File: config.mk
export PLATFORM = sky130hd
export DESIGN_NAME = cw_iambic_keyer
export DESIGN_NICKNAME = d
export VERILOG_FILES = /design/src/rtl/cw_iambic_keyer.sv
export SDC_FILE = /design/constraint.sdc
export NUM_CORES = 1
export LEC_CHECK = 0
export ABC_AREA = 1
export BUFFER_PORTS_ARGS = -buffer_cell sky130_fd_sc_hd__buf_2
export CORE_MARGIN = 1.5
export CORE_UTILIZATION = 55
export DETAILED_ROUTE_END_ITERATION = 12
export PLACE_DENSITY = 0.74
export SLEW_MARGIN = 30
export SYNTH_ARGS = -nofsm -noshare
export SYNTH_HDL_FRONTEND = slang
export SYNTH_SLANG_ARGS = --single-unit
File: constraint.sdc
create_clock -name clk -period 3.13 [get_ports clk]
set_input_delay 0.4695 -clock clk [delete_from_list [all_inputs] [get_ports clk]]
set_output_delay 0.4695 -clock clk [all_outputs]
set_load 0.05 [all_outputs]
File: src/rtl/cw_iambic_keyer.sv
// cw_iambic_keyer: straight / iambic A / iambic B CW keyer with millisecond element timing.
// Dot length is floor(1200/wpm), produced by a serial restoring divider.
module cw_iambic_keyer (
  input  logic        clk,
  input  logic        rst_n,
  input  logic        millisec_pulse,
  input  logic        dot_paddle,
  input  logic        dash_paddle,
  input  logic        cw_keys_reversed,
  input  logic [1:0]  cw_keyer_mode,
  input  logic [5:0]  cw_keyer_speed,
  output logic        keyer_out,
  output logic        keyer_busy,
  output logic [11:0] dot_ms
);
  typedef enum logic [1:0] {IDLE, DOT_ON, DASH_ON, GAP} state_t;
  state_t      state_q, state_d;
  logic [5:0]  spd, spd_q, spd_d, rem_q, rem_d;
  logic [3:0]  cnt_q, cnt_d;
  logic [10:0] quo_q, quo_d;
  logic [6:0]  trial;
  logic        fits;
  logic [11:0] dot_ms_q, dot_ms_d, timer_q, timer_d;
  logic        dot_mem_q, dot_mem_d, dash_mem_q, dash_mem_d, last_dash_q, last_dash_d;
  logic        mode_b_q, mode_b_d, key_q, key_d, busy_q, busy_d;
  logic        dp, ap, straight, dot_pend, dash_pend, tick_end, prefer_dot, go_dot, go_dash;

  assign spd = (cw_keyer_speed == 6'd0) ? 6'd1 : (cw_keyer_speed > 6'd60) ? 6'd60 : cw_keyer_speed;
  assign trial = {rem_q, quo_q[10]};
  assign fits = trial >= {1'b0, spd_q};

  always_comb begin
    spd_d = spd_q;
    cnt_d = cnt_q;
    rem_d = rem_q;
    quo_d = quo_q;
    dot_ms_d = dot_ms_q;
    if (spd != spd_q) begin
      spd_d = spd;
      cnt_d = 4'd11;
      rem_d = '0;
      quo_d = 11'd1200;
    end else if (cnt_q != 4'd0) begin
      rem_d = fits ? 6'(trial - {1'b0, spd_q}) : trial[5:0];
      quo_d = {quo_q[9:0], fits};
      cnt_d = cnt_q - 4'd1;
      if (cnt_q == 4'd1) dot_ms_d = {1'b0, quo_d};
    end
  end

  assign dp = cw_keys_reversed ? dash_paddle : dot_paddle;
  assign ap = cw_keys_reversed ? dot_paddle : dash_paddle;
  assign straight = cw_keyer_mode == 2'd0 || cw_keyer_mode == 2'd3;
  assign dot_pend = dp | dot_mem_q;
  assign dash_pend = ap | dash_mem_q;
  assign tick_end = millisec_pulse && timer_q == 12'd1;
  // From IDLE dots win a squeeze; leaving GAP the element opposite the last one wins.
  assign prefer_dot = state_q == IDLE || last_dash_q;
  assign go_dot = dot_pend && (prefer_dot || !dash_pend);
  assign go_dash = dash_pend && !go_dot;

  always_comb begin
    state_d = state_q;
    timer_d = timer_q;
    dot_mem_d = dot_mem_q;
    dash_mem_d = dash_mem_q;
    last_dash_d = last_dash_q;
    mode_b_d = mode_b_q;
    if (straight) begin
      state_d = IDLE;
      timer_d = '0;
      dot_mem_d = 1'b0;
      dash_mem_d = 1'b0;
    end else begin
      if (state_q != IDLE && mode_b_q) begin
        if (state_q == DOT_ON || (state_q == GAP && !last_dash_q)) dash_mem_d = dash_mem_q | ap;
        if (state_q == DASH_ON || (state_q == GAP && last_dash_q)) dot_mem_d = dot_mem_q | dp;
      end
      if (millisec_pulse && state_q != IDLE) timer_d = timer_q - 12'd1;
      if (state_q == IDLE || (state_q == GAP && tick_end)) begin
        mode_b_d = cw_keyer_mode == 2'd2;
        state_d = go_dot ? DOT_ON : go_dash ? DASH_ON : IDLE;
        timer_d = go_dot ? dot_ms_q : go_dash ? dot_ms_q + {dot_ms_q[10:0], 1'b0} : 12'd0;
        if (go_dot || !mode_b_d) dot_mem_d = 1'b0;
        if (go_dash || !mode_b_d) dash_mem_d = 1'b0;
      end else if ((state_q == DOT_ON || state_q == DASH_ON) && tick_end) begin
        state_d = GAP;
        timer_d = dot_ms_q;
        last_dash_d = state_q == DASH_ON;
      end
    end
    key_d = straight ? dp : (state_q == DOT_ON || state_q == DASH_ON);
    busy_d = !straight && state_q != IDLE;
  end

  always_ff @(posedge clk or negedge rst_n) begin
    if (!rst_n) begin
      state_q <= IDLE;
      timer_q <= '0;
      dot_mem_q <= 1'b0;
      dash_mem_q <= 1'b0;
      last_dash_q <= 1'b1;
      mode_b_q <= 1'b0;
      key_q <= 1'b0;
      busy_q <= 1'b0;
      spd_q <= 6'd20;
      cnt_q <= '0;
      rem_q <= '0;
      quo_q <= '0;
      dot_ms_q <= 12'd60;
    end else begin
      state_q <= state_d;
      timer_q <= timer_d;
      dot_mem_q <= dot_mem_d;
      dash_mem_q <= dash_mem_d;
      last_dash_q <= last_dash_d;
      mode_b_q <= mode_b_d;
      key_q <= key_d;
      busy_q <= busy_d;
      spd_q <= spd_d;
      cnt_q <= cnt_d;
      rem_q <= rem_d;
      quo_q <= quo_d;
      dot_ms_q <= dot_ms_d;
    end
  end

  assign keyer_out = key_q;
  assign keyer_busy = busy_q;
  assign dot_ms = dot_ms_q;
endmodule

==> impl_metrics.tcl <==
set metrics [dict create \
    period_minus_slack_ns 2.297 \
    numPortBuffers 26 \
    power.leakage_nw 2.406 \
    clk_path_buf_depth 2 \
    insertion_delay_ns 0.34 \
    grt_pass1_vias 3627 \
    wl_per_cell_um 13.44 \
    cts_tree "yes" \
    grt_overflow 0 \
    area_growth_pct 10.04 \
    ys.flop_type "dfrtp_1" \
    clk_pin_slew_ns 0.07 \
    synth_top_cells_by_area "dfrtp_1 31%, nand2_1 15%, ha_1 8.0%" \
    antenna_found_initial 0 \
    die-area_um2 7958 \
    die_w_um 89.21 \
    drive_gt1_frac 0.1299 \
    slew_viol_final 0 \
    post-cts-setup-buffer-count 0 \
    synth_top_area_cell "dfrtp_1" \
    critPathKind "reg -> reg" \
    yosysWarnings 0 \
    dr.pass1.iters 5 \
    cellPowerDensity_nw_per_um2 468.1 \
    hp-class "in -> async" \
    setup_viol 0 \
    row_count 31 \
    seq_area_frac_synth 0.3572 \
    outcome "complete, no violations" \
    synth_cells 573 \
    grt_max_degree 32 \
    netlist_area_um2 4088 \
    tns_ns 0 \
    cts_sinks 58 \
    worst_pin_slew_ns 0.7743 \
    nets 645 \
    synth_cell_types 40 \
    place.gp.congestion 0.9141 \
    cts_hold_buf 0 \
    groute.usage.overall 0.2661 \
    rsz0062_at_grt "no" \
    max_freq_ghz 0.4354 \
    vias_per_cell 5.338 \
    fill_cells 683 \
    drc 0 \
    synth_edf_count 0 \
    drv_cap 0 \
    critPathCaptureType "flop" \
    wl_um 9499 \
    antenna_cells 0 \
    cp.arrival_ns 2.52 \
    seq_area_um2 1460 \
    syn_avg_cell_area_um2 7.134 \
    finalCritPeriodShare 0.7338 \
    die_y_um 89.21 \
    post_cts_resized 0 \
    crit_required_ns 3.36 \
    async_reset_ff_frac 1.000 \
    ir_worst_vdd_mv 0.2995 \
    synthDominantCellAreaShare 0.3122 \
    num_vias 3774 \
    ys_ff_latch 58 \
    core-area_um2 7214 \
    worstPathMaxFanout 9 \
    grt_pass1_wl_um 16280 \
    synthTopCellsByCount "167 x nand2_1, 73 x nor2_1, 69 x inv_1" \
    num_io_pins 28 \
    cts-root-buf "clkbuf_8" \
    critPathLaunchType "flop" \
    start_util 0.5666 \
    cts_buffers 9 \
    relSlewSlack 0.4838 \
    fin_skew_ns 0.01070 \
    dpl.hpwl_um 7219 \
    detail_route.iter0.violations 188 \
    design_power_total_mw 2.105 \
    hold_viol 0 \
    antenna_left 0 \
    synth_nets 615 \
    ctsHtreeMaxLevel 3 \
    multi_input_area_um2 2276 \
    yosysMostFrequentCell "nand2_1" \
]
## worst max-delay path, cell delays in order (launching register included)
cell	delay, ns
dfstp_2	0.54
inv_1	0.04
ha_1	0.36
nand2_1	0.09
o21ai_0	0.29
nand4_1	0.12
nand3_1	0.28
inv_1	0.15
o21ai_0	0.22
nand2_1	0.08
## state kept, by name (all words and copies together) (netlist names)
signal	flops
state_q	2
quo_q	11
dash_mem_q	1
last_dash_q	1
mode_b_q	1
timer_q	12
dot_ms	11
cnt_q	4
keyer_out	1
keyer_busy	1
spd_q	6
rem_q	6
dot_mem_q	1
## layout make-up
class | instances | share of cell area
clock inverter | 7 | 0.01697
clock buffer | 9 | 0.02754
sequential | 58 | 0.3246
tap | 99 | 0.02754
inverter | 70 | 0.05841
multi-input combinational | 432 | 0.5060
timing repair buffer | 32 | 0.03894
## routing by layer
layer | vias to the layer above | share of wire | track usage
met5 | - | 0 | 0
li1 | 1883 | - | -
met1 | 1778 | 0.45 | 0.3413
met2 | 98 | 0.50 | 0.4511
met3 | 15 | 0.042 | 0.05910
met4 | 0 | 0.012 | 0.07832
## where the power goes
part	internal [mW]	switching, mW	total [mW]
clock network	0.372	0.328	0.700
logic	0.184	0.359	0.543
registers	0.805	0.0575	0.862
total	1.36	0.744	2.11
## cells in the final DEF, fill, tap and decap left out, types with 7 or more instances in the layout
| master | instances |
|---|---|
| nor2_1 | 73 |
| ha_1 | 26 |
| dfstp_2 | 7 |
| o21ai_0 | 24 |
| nand2_1 | 167 |
| nand3_1 | 43 |
| buf_2 | 26 |
| xnor2_1 | 9 |
| dfrtp_1 | 51 |
| a21oi_1 | 27 |
| inv_1 | 69 |
| xor2_1 | 7 |
| clkbuf_8 | 9 |
## per-stage QoR
| step | worst slack [ns] | utilization | cells | area (um2) | hold WS [ns] |
|---|---|---|---|---|---|
| 2_1_floorplan | 1.056 | - | 573 | 4088 | 0.1739 |
| 3_3_place_gp | 0.8684 | 0.5957 | 691 | 4298 | 0.4865 |
| 3_5_place_dp | 0.8225 | 0.5957 | 691 | 4298 | 0.4934 |
| 4_1_cts | 0.8805 | 0.6235 | 707 | 4498 | 0.2063 |
| 5_1_grt | 0.6348 | 0.6235 | 707 | 4498 | 0.2356 |
| 6_report | 0.8331 | 0.6235 | 707 | 4498 | 0.1999 |
## cells by family after synthesis
kind of cell | count (synthesis) | share of synthesized area
adder cells (fa/ha/maj) | 28 | 0.08938
flip-flops | 58 | 0.3572
XOR/XNOR | 16 | 0.03428
multiplexers | 1 | 0.002755
AND/OR/NAND/NOR | 321 | 0.3416
buffers and inverters | 83 | 0.08601
AO/OA/AOI/OAI | 65 | 0.08785
other | 1 | 0.0009174
## worst paths after layout
path	slack, ns	start	end	cells past startpoint
setup reg to reg	0.83	spd_q[2]$_DFFE_PN1P_	rem_q[2]$_DFFE_PN0P_	9
hold reg to reg	0.51	quo_q[1]$_DFFE_PN0P_	quo_q[1]$_DFFE_PN0P_	2
max in group asynchronous	2.19	rst_n	dot_ms[2]$_DFFE_PN1P_	2
setup / recovery	0.83	spd_q[2]$_DFFE_PN1P_	rem_q[2]$_DFFE_PN0P_	9
hold / removal	0.20	rst_n	keyer_out$_DFF_PN0_	1
min in group clk	0.26	cw_keyer_speed[4]	spd_q[4]$_DFFE_PN1P_	1
(Power assumes the default switching activity.)
